$ cat config.mk
export PLATFORM = sky130hd
export DESIGN_NAME = ad9361_rx_cpack
export DESIGN_NICKNAME = d
export VERILOG_FILES = /design/src/rtl/ad9361_rx_cpack_pkg.sv /design/src/rtl/ad9361_rx_cpack_fifo.sv /design/src/rtl/ad9361_rx_cpack.sv
export SDC_FILE = /design/constraint.sdc
export NUM_CORES = 1
export LEC_CHECK = 0
export BUFFER_PORTS_ARGS = -buffer_cell sky130_fd_sc_hd__buf_4
export CAP_MARGIN = 25
export CORE_MARGIN = 5
export CORE_UTILIZATION = 60
export DETAILED_ROUTE_END_ITERATION = 8
export PLACE_DENSITY = 0.86
export SYNTH_ARGS = -nofsm -noshare
export SYNTH_HDL_FRONTEND = slang
export SYNTH_SLANG_ARGS = --single-unit
$ cat constraint.sdc
create_clock -name adc_clk -period 12.35 [get_ports adc_clk]
set_clock_uncertainty 0.05 [all_clocks]
set_input_delay 1.235 -clock adc_clk [delete_from_list [all_inputs] [get_ports adc_clk]]
set_output_delay 1.235 -clock adc_clk [all_outputs]
set_load 0.02 [all_outputs]
$ cat src/rtl/ad9361_rx_cpack_pkg.sv
// Shared widths and enable-mask helpers for the AD9361 receive channel packer.
package ad9361_rx_cpack_pkg;

  localparam int LANE_W = 16;
  localparam int WORD_W = 64;
  localparam int LANES  = 4;

  function automatic logic [2:0] popcount4(input logic [3:0] m);
    return 3'(m[0]) + 3'(m[1]) + 3'(m[2]) + 3'(m[3]);
  endfunction

  // Only counts that divide the four lanes evenly can be packed.
  function automatic logic count_ok(input logic [2:0] n);
    return (n == 3'd1) || (n == 3'd2) || (n == 3'd4);
  endfunction

endpackage

$ cat src/rtl/ad9361_rx_cpack_fifo.sv
// Word FIFO with a registered head: an entry becomes visible one cycle after it is written.
module ad9361_rx_cpack_fifo
  import ad9361_rx_cpack_pkg::*;
#(
  parameter int FIFO_DEPTH = 4
) (
  input  logic              clk_i,
  input  logic              rst_ni,
  input  logic              wr_i,
  input  logic [WORD_W-1:0] wr_data_i,
  input  logic              rd_ready_i,
  output logic              valid_o,
  output logic [WORD_W-1:0] data_o,
  output logic              full_o,
  output logic              drop_o
);

  localparam int AW = (FIFO_DEPTH > 1) ? $clog2(FIFO_DEPTH) : 1;
  localparam logic [AW:0] DEPTH_C = (AW+1)'(FIFO_DEPTH);

  logic [WORD_W-1:0] mem_q [FIFO_DEPTH];
  logic [AW-1:0]     wr_ptr_q, rd_ptr_q, rd_ptr_d;
  logic [AW:0]       cnt_q, cnt_d, avail;
  logic              valid_q, valid_d, push, pop;
  logic [WORD_W-1:0] data_q;

  always_comb begin
    full_o   = (cnt_q == DEPTH_C);
    pop      = valid_q & rd_ready_i;
    push     = wr_i & (~full_o | pop);
    drop_o   = wr_i & full_o & ~pop;
    cnt_d    = cnt_q + (AW+1)'(push) - (AW+1)'(pop);
    // Entries written at this edge are excluded so the head lags the write by a cycle.
    avail    = cnt_q - (AW+1)'(pop);
    valid_d  = (avail != '0);
    rd_ptr_d = rd_ptr_q + AW'(pop);
  end

  always_ff @(posedge clk_i or negedge rst_ni) begin
    if (!rst_ni) begin
      wr_ptr_q <= '0;
      rd_ptr_q <= '0;
      cnt_q    <= '0;
      valid_q  <= 1'b0;
      data_q   <= '0;
    end else begin
      wr_ptr_q <= wr_ptr_q + AW'(push);
      rd_ptr_q <= rd_ptr_d;
      cnt_q    <= cnt_d;
      valid_q  <= valid_d;
      if (valid_d) data_q <= mem_q[rd_ptr_d];
    end
  end

  always_ff @(posedge clk_i) begin
    if (push) mem_q[wr_ptr_q] <= wr_data_i;
  end

  assign valid_o = valid_q;
  assign data_o  = data_q;

endmodule

$ cat src/rtl/ad9361_rx_cpack.sv
// Packs the enabled AD9361 receive channels into 64-bit words and buffers them for the DMA.
module ad9361_rx_cpack
  import ad9361_rx_cpack_pkg::*;
#(
  parameter int FIFO_DEPTH = 4
) (
  input  logic        adc_clk,
  input  logic        adc_rstn,
  input  logic        adc_enable_i0,
  input  logic        adc_enable_q0,
  input  logic        adc_enable_i1,
  input  logic        adc_enable_q1,
  input  logic        adc_valid_i0,
  input  logic        adc_valid_q0,
  input  logic        adc_valid_i1,
  input  logic        adc_valid_q1,
  input  logic [15:0] adc_data_i0,
  input  logic [15:0] adc_data_q0,
  input  logic [15:0] adc_data_i1,
  input  logic [15:0] adc_data_q1,
  output logic        pack_valid,
  input  logic        pack_ready,
  output logic [63:0] pack_data,
  output logic        adc_dovf,
  output logic        pack_err
);

  logic [3:0]        en, vld, en_q;
  logic [LANE_W-1:0] smp [LANES];
  logic [2:0]        n;
  logic              sup, strobe, mask_chg;
  logic [1:0]        ptr_q, ptr_d;
  logic [WORD_W-1:0] word_q, word_d, cmp_q, cmp_d;
  logic              cmp_vld_q, cmp_vld_d, err_q, dovf_q, fifo_drop;

  assign en     = {adc_enable_q1, adc_enable_i1, adc_enable_q0, adc_enable_i0};
  assign vld    = {adc_valid_q1, adc_valid_i1, adc_valid_q0, adc_valid_i0};
  assign smp[0] = adc_data_i0;
  assign smp[1] = adc_data_q0;
  assign smp[2] = adc_data_i1;
  assign smp[3] = adc_data_q1;

  always_comb begin
    n        = popcount4(en);
    sup      = count_ok(n);
    strobe   = |(en & vld);
    mask_chg = (en != en_q);
  end

  // A mask change restarts the word at lane 0; stale lanes are overwritten before completion.
  always_comb begin
    logic [1:0] lane;
    lane      = mask_chg ? 2'd0 : ptr_q;
    ptr_d     = lane;
    word_d    = word_q;
    cmp_d     = cmp_q;
    cmp_vld_d = 1'b0;
    if (strobe && sup) begin
      for (int ch = 0; ch < LANES; ch++) begin
        if (en[ch]) begin
          word_d[{lane, 4'b0000} +: LANE_W] = smp[ch];
          lane = lane + 2'd1;
        end
      end
      ptr_d = lane;
      if (lane == 2'd0) begin
        cmp_vld_d = 1'b1;
        cmp_d     = word_d;
      end
    end
  end

  always_ff @(posedge adc_clk or negedge adc_rstn) begin
    if (!adc_rstn) begin
      en_q      <= '0;
      ptr_q     <= '0;
      cmp_vld_q <= 1'b0;
      err_q     <= 1'b0;
      dovf_q    <= 1'b0;
    end else begin
      en_q      <= en;
      ptr_q     <= ptr_d;
      cmp_vld_q <= cmp_vld_d;
      err_q     <= ~sup;
      dovf_q    <= fifo_drop;
    end
  end

  always_ff @(posedge adc_clk) begin
    word_q <= word_d;
    cmp_q  <= cmp_d;
  end

  ad9361_rx_cpack_fifo #(
    .FIFO_DEPTH (FIFO_DEPTH)
  ) u_fifo (
    .clk_i      (adc_clk),
    .rst_ni     (adc_rstn),
    .wr_i       (cmp_vld_q),
    .wr_data_i  (cmp_q),
    .rd_ready_i (pack_ready),
    .valid_o    (pack_valid),
    .data_o     (pack_data),
    .full_o     (),
    .drop_o     (fifo_drop)
  );

  assign adc_dovf = dovf_q;
  assign pack_err = err_q;

endmodule
==> flow_summary.ini, run 1 <==
[setup_path]
crit_path_end_kind = flip-flop
worst-r2r-setup-slack_ps = 6420
r2r-end = cmp_q[26]$_DFFE_PP_
endpoint = cmp_q[26]$_DFFE_PP_
crit_type = in2reg
rr_worst_depth = 18
startpoint = adc_enable_q0
crit_fanout = 29
cp-start-kind = input port
cp_data_arrival_time_ps = 6860
worst_ep_required_time_ps = 12700
r2r_start = en_q[0]$_DFF_PN0_

[die]
fp.dieW_um = 188
pin_count = 142
dieHeight_um = 188
core_mm2 = 0.0315
initial_core_util_pct = 60.7
core.rowCount = 65
die_area_mm2 = 0.0355

[clocking]
insertion_delay_ps = 560
tritoncts = done
ctsRootBufferMaster = clkbuf_16
clkSinkCount = 465
cts_max_level = 2
cts_buffers = 44
path_clk_slew_ps = 60
cts-resized-gates = 0
clk_path_buf_depth = 3
cts_hold_buf = 0
cts_setup_buffers = 0

[global_route]
grt_pass1_vias = 11500
grt_max_degree = 69
antenna_found_initial = 2
grt_pass1_wl_um = 70900
grt-ovfl-total = 0
track_usage_pct = 25.9

[drt]
drcViolationCount = 0
avgRoutedWirePerCell_um = 28.7
routed_via_density = 7.00
routed_wl_um = 46600
vias = 11400
drtIter0Drc = 1970
ant_nets = 0
firstDrtPassIters = 9

[power_and_ir_drop]
power_density_mw_per_mm2 = 226
ir_worst_vdd_uv = 186
leakagePower_nw = 7.84

[timing]
max_freq_ghz = 0.154
period_needed_ps = 6510
finalHoldViolCount = 0
maxSlewHeadroom_pct = 32.0
whs_ps = 452
grt_setup_unrepaired = no
setup_violations = 0
fin_crit_sh_pct = 52.7
setup_tns_ps = 0
tightest_slew_ps = 1020
drv_slew = 0

[placed_design]
routabilityCongestion = 0.921
dp_cells = 1541
numPortBuffers = 141
dp_hpwl_um = 28300

[yosys]
synth_edf_count = 384
syn_nets = 1143
yosys_register_bits = 465
ys_types = 61
ys_seq_area_share_pct = 70.9
netlist_instances = 1038
avgSynthCellArea_um2 = 18.4
yosys_warnings = 0
synth_area_mm2 = 0.0191
yosys_most_used_dff = edfxtp_1
async_reset_ff_share_pct = 17.4

[run_status]
status = finished clean

[final_layout]
syn_to_final_growth_pct = 15.3
diodes = 0
drive_above_1_share_pct = 30.9
finish.net_count = 1291
stdcell_count = 1624

[hold_path]
hold_path_class = reg2reg
worstHoldPathCells = 0

[job]
maxCapViolCount = 0
-- kinds of logic (layout without fill, tap and decap cells) --
kind of cell,count (synthesis),in the layout,synth area share (%)
flops,465,465,70.9
compound gates,190,190,9.06
mux,130,130,11.4
simple gates,128,128,3.72
buf+inv,81,265,1.90
fa+ha+maj,30,30,2.04
xor+xnor,14,14,0.936
-- per-stage QoR --
step / setup WS, ps / power (mW) / utilization (%) / area [um2]
5_1_grt: 5510 / 5.20 / 70.0 / 22000
3_3_place_gp: 5480 / 3.65 / 65.5 / 20600
2_1_floorplan: 1050 / 3.21 / - / 19100
3_5_place_dp: 5450 / 3.71 / 65.6 / 20600
6_report: 5840 / 4.99 / 70.0 / 22000
4_1_cts: 6000 / 5.02 / 70.0 / 22000
-- state kept, by name, indices dropped and copies added, names as in the netlist --
name	flops
ptr_q	2
en_q	4
cmp_q	64
pack_err	1
u_fifo.data_o	64
word_q	64
u_fifo.mem_q	256
adc_dovf	1
u_fifo.cnt_q	3
u_fifo.rd_ptr_q	2
cmp_vld_q	1
u_fifo.wr_ptr_q	2
u_fifo.valid_o	1
-- area by class of cell --
type	count	area, um2
sequential	465	13600
fill	1862	9430
multi-input combinational	492	5280
timing repair buffer	165	1250
clock buffer	59	1160
tap	402	503
clock inverter	23	221
inverter	18	67.6
-- power by group --
group          internal (mW)  switching, mW
clock                  0.729          0.574
combinational          0.746          0.766
sequential              2.03          0.140
-- synth_stat cells (4+ instances only) --
library cell | n | area (um2)
clkbuf_1 | 29 | 109
nor3_1 | 18 | 90.1
nand4_1 | 7 | 43.8
a222oi_1 | 16 | 160
buf_4 | 4 | 30.0
a22oi_1 | 20 | 150
o2bb2ai_1 | 17 | 149
mux2_2 | 64 | 721
nand3_1 | 7 | 35.0
nand2_1 | 24 | 90.1
inv_1 | 15 | 56.3
buf_1 | 4 | 15.0
a41oi_1 | 17 | 149
dfrtp_1 | 81 | 2030
buf_2 | 24 | 120
edfxtp_1 | 384 | 11500
nor2_1 | 14 | 52.6
and2_1 | 32 | 200
xnor2_1 | 5 | 43.8
mux4_2 | 64 | 1440
a221o_1 | 93 | 931
a21oi_1 | 10 | 50.1
xor2_1 | 4 | 35.0
ha_1 | 28 | 350
nor2b_1 | 5 | 31.3
-- critical path: stages --
cell      delay [ps]
buf_4            350
xnor2_2          170
and3_1           490
nand3_1          280
ha_1             410
a32o_1           240
inv_1            110
ha_1             330
mux2i_1          430
ha_1             380
nor2_1           130
o21bai_1         170
inv_1            120
ha_1             230
a22oi_1          260
nand2_1          170
a21oi_1          640
buf_4            300
and2_1           150
a221o_1          120
a221o_1          130
-- worst min-delay path by stage --
stage | slack [ps] | endpoint | from
after CTS | 450 | u_fifo.mem_q[2][37]$_DFFE_PP_ | cmp_q[37]$_DFFE_PP_
final | 450 | u_fifo.mem_q[0][46]$_DFFE_PP_ | cmp_q[46]$_DFFE_PP_
after global routing | 470 | u_fifo.mem_q[1][37]$_DFFE_PP_ | cmp_q[37]$_DFFE_PP_
after floorplan | 410 | u_fifo.mem_q[0][0]$_DFFE_PP_ | cmp_q[0]$_DFFE_PP_
after global placement | 420 | u_fifo.mem_q[2][4]$_DFFE_PP_ | cmp_q[4]$_DFFE_PP_
after detailed placement | 440 | u_fifo.mem_q[3][37]$_DFFE_PP_ | cmp_q[37]$_DFFE_PP_
-- cell usage in the layout, fill, tap and decap left out, drive strengths merged, types with 7 or more instances in the layout --
cell	instances
clkbuf	59
o2bb2ai	17
nor3	18
nor2	15
a221o	93
a21oi	10
a22oi	20
and2	33
mux4	64
buf	165
xnor2	9
nand3	8
ha	28
nand2	25
mux2	64
dfrtp	81
nand4	7
edfxtp	384
clkinv	19
a222oi	16
inv	19
a41oi	17
-- routing by layer --
metal	track usage [%]	routed length, um
met5	0	27
met4	9.64	2040
met3	5.21	4870
met2	41.4	22400
met1	36.2	17300
No activity file was read; power rests on OpenSTA's default activity.
==> run 2: changes to the inputs <==
--- a/config.mk
+++ b/config.mk
@@ -5,12 +5,13 @@
 export SDC_FILE = /design/constraint.sdc
 export NUM_CORES = 1
 export LEC_CHECK = 0
+export ABC_AREA = 1
 export BUFFER_PORTS_ARGS = -buffer_cell sky130_fd_sc_hd__buf_4
 export CAP_MARGIN = 25
 export CORE_MARGIN = 5
-export CORE_UTILIZATION = 60
+export CORE_UTILIZATION = 55
 export DETAILED_ROUTE_END_ITERATION = 8
-export PLACE_DENSITY = 0.86
+export PLACE_DENSITY = 0.82
 export SYNTH_ARGS = -nofsm -noshare
 export SYNTH_HDL_FRONTEND = slang
 export SYNTH_SLANG_ARGS = --single-unit
==> constraint.sdc (replaced) <==
create_clock -name adc_clk -period 5.9 [get_ports adc_clk]
set_clock_uncertainty 0.05 [all_clocks]
set_input_delay 0.59 -clock adc_clk [delete_from_list [all_inputs] [get_ports adc_clk]]
set_output_delay 0.59 -clock adc_clk [all_outputs]
set_load 0.02 [all_outputs]
==> run 2 against run 1 <==
Against the previous run: non-clock buffer count grew 18; via count up 50%; area after synthesis rose by 13%; critical path type is now reg2reg; first-iteration DRC count is 5.7% higher; die area up 22%; global-route usage grew 3.5 points; count of clock-buffer cells in the layout fell by 1; largest cell class unchanged; core utilization is 6.2 points lower; sequential share of layout area is 6.6 points lower; power rose by 140%; setup slack got worse by 4700 ps.
==> flow_summary.ini, run 2 <==
[yosys]
netlist_instances = 2256
yosysTopAreaCellShare_pct = 53.4
ys_types = 32
async_reset_ff_share_pct = 17.4
synth_area_mm2 = 0.0216
syn_nets = 2361
synth_top_area_cell = edfxtp_1
yosys_register_bits = 465
ys_seq_area_share_pct = 62.8
yosys_most_used_dff = edfxtp_1
synth_edf_count = 384
synth_area_leaders = edfxtp_1, nand2_1, dfrtp_1
netlist_top_cells_count = nand2_1, edfxtp_1, nand3_1
yosys_warnings = 0
synthMostInstantiatedCell = nand2_1
avgSynthCellArea_um2 = 9.57

[setup_path]
crit_path_end_kind = flip-flop
worst-r2r-setup-slack_ps = 1160
slowest_delay_ps = 640
crit_family = simple AND/OR/NAND/NOR gates
critPathBufInv = 7
cp_data_arrival_time_ps = 5120
r2r-end = word_q[46]$_DFFE_PP_
slowest_stage = nor2_1
crit_chain = inv_1 > nand2_1 > nand2_1 > nor2_2 > nand3_1 > buf_4 > nand2_2 > nand2_4 > inv_2 > ha_1 > nand2_1 > nand2_1 > inv_1 > ha_1 > nand2_1 > nand2_1 > ha_1 > inv_1 > nor2_1 > buf_4 > inv_1 > nor2_1 > nand4_1 > nand2_1
crit_path_frequent_cell = nand2_1
cp.depth = 24
crit_type = reg2reg
cp-start-kind = flip-flop
r2r_start = en_q[0]$_DFF_PN0_
rr_worst_depth = 24
crit_fanout = 40
worst_ep_required_time_ps = 6280

[final_layout]
drive_above_1_share_pct = 11.9
top_register = u_fifo.mem_q
syn_to_final_growth_pct = 14.5
layout_commonest_cell = nand2_1
finish.net_count = 2464
diodes = 0
final_area_mm2 = 0.0247
fin_util_pct = 63.8
layout_common_cells = nand2_1, edfxtp_1, nand3_1
stdcell_count = 2913
multi_input_area_mm2 = 0.00728
largest_reg_flops = 256
fillerInstances = 3119
seqCellArea_mm2 = 0.0136

[timing]
maxSlewHeadroom_pct = 32.4
finalHoldViolCount = 0
max_freq_ghz = 0.211
drv_slew = 0
setup_tns_ps = 0
setup_violations = 0
setup_ws_ps = 1160
period_needed_ps = 4740
whs_ps = 204
tightest_slew_ps = 1010
fin_crit_sh_pct = 80.4
grt_setup_unrepaired = no

[drt]
routed_wl_um = 64800
firstDrtPassIters = 6
drtIter0Drc = 2082
vias = 17100
avgRoutedWirePerCell_um = 22.3
drcViolationCount = 0
ant_nets = 0
routed_via_density = 5.87

[clocking]
cts_hold_buf = 1
insertion_delay_ps = 570
cts_buffers = 46
clkSinkCount = 465
path_clk_slew_ps = 70
clk_path_buf_depth = 3
cts_setup_buffers = 0
ctsRootBufferMaster = clkbuf_16
tritoncts = done
cts-resized-gates = 0
cts_max_level = 2

[hold_path]
hold_end = en_q[1]$_DFF_PN0_
min_from = adc_enable_q0
worstHoldPathCells = 1
hold_path_class = in2reg

[power_and_ir_drop]
p_clk_share_pct = 24.9
pwr-share-seq_pct = 38.8
leakagePower_nw = 10.4
internal_power_mw = 7.36
power_density_mw_per_mm2 = 477
p_sw_mw = 4.43
p_total_mw = 11.8
ir_worst_vdd_uv = 409
swShare_pct = 37.6
pwr-share-comb_pct = 36.3

[placed_design]
dpl_worst_slack_ps = 677
routabilityCongestion = 1.03
dpl-instance-area_mm2 = 0.0231
numPortBuffers = 141
dp_hpwl_um = 42700
dp_cells = 2827

[job]
maxCapViolCount = 0

[die]
dieHeight_um = 208
pin_count = 142
core.rowCount = 72
die_area_mm2 = 0.0433
initial_core_util_pct = 55.7
core_mm2 = 0.0387
fp.dieW_um = 208

[global_route]
track_usage_pct = 29.4
grt-ovfl-total = 0
grt_pass1_wl_um = 98200
antenna_found_initial = 0
grt_max_degree = 89
grt_pass1_vias = 16300

[run_status]
status = finished clean
## run 2: changes by cell type after synthesis, sizes merged, moves of 19 or more
cell	change
nand2	+932
nand3	+296
a221o	-93
nor2	+69
clkbuf	+67
mux2	-64
mux4	-64
nand3b	+64
inv	+63
nand4	+43
and2	-32
o21ai	+24
a22oi	-19
## run 2: how the worst max path moves through the flow
| stage | end | start |
|---|---|---|
| 3_5_place_dp | cmp_q[43]$_DFFE_PP_ | adc_enable_i0 |
| 2_1_floorplan | cmp_q[0]$_DFFE_PP_ | adc_enable_q0 |
| 5_1_grt | word_q[37]$_DFFE_PP_ | en_q[3]$_DFF_PN0_ |
| 3_3_place_gp | cmp_q[37]$_DFFE_PP_ | adc_enable_i0 |
| 6_report | word_q[46]$_DFFE_PP_ | en_q[0]$_DFF_PN0_ |
| 4_1_cts | word_q[46]$_DFFE_PP_ | en_q[0]$_DFF_PN0_ |
## run 2: cells by family (layout without fill, tap and decap cells)
family	Yosys count	count (layout)	share of synthesized area [%]
and+or+nand+nor	1475	1475	29.5
DFF	465	465	62.8
buffers and inverters	209	348	3.85
AOI/OAI and AO/OA	73	73	1.91
adders and majority gates	30	30	1.81
xor gates and xnor gates	4	4	0.162
## run 2: power by group through the flow
stage	registers, mW	clock network (mW)	logic [mW]
floorplan	4.85	0	2.54
global placement	4.60	0	4.08
detailed placement	4.63	0	4.21
CTS	4.57	2.98	4.26
global route	4.63	3.12	4.74
finish	4.57	2.94	4.28
## run 2: area by class of cell
cell class | instances | area share, %
clock buffers | 58 | 5.08
clock inverters | 26 | 1.09
inverters | 81 | 1.24
multi-input cells | 1582 | 29.5
flip-flops and latches | 465 | 54.9
well taps | 518 | 2.62
repair buffers | 183 | 5.65
## run 2: metal layers
metal  share of wire [%]  GRT usage (%)  wire, um  up-vias
met5                   0              0         0        -
met4                 3.8           10.4      2480        0
met1                  41           42.9     26600     8181
met2                  45           44.2     29000      967
li1                    -              -         -     7804
met3                  10           6.34      6790      143
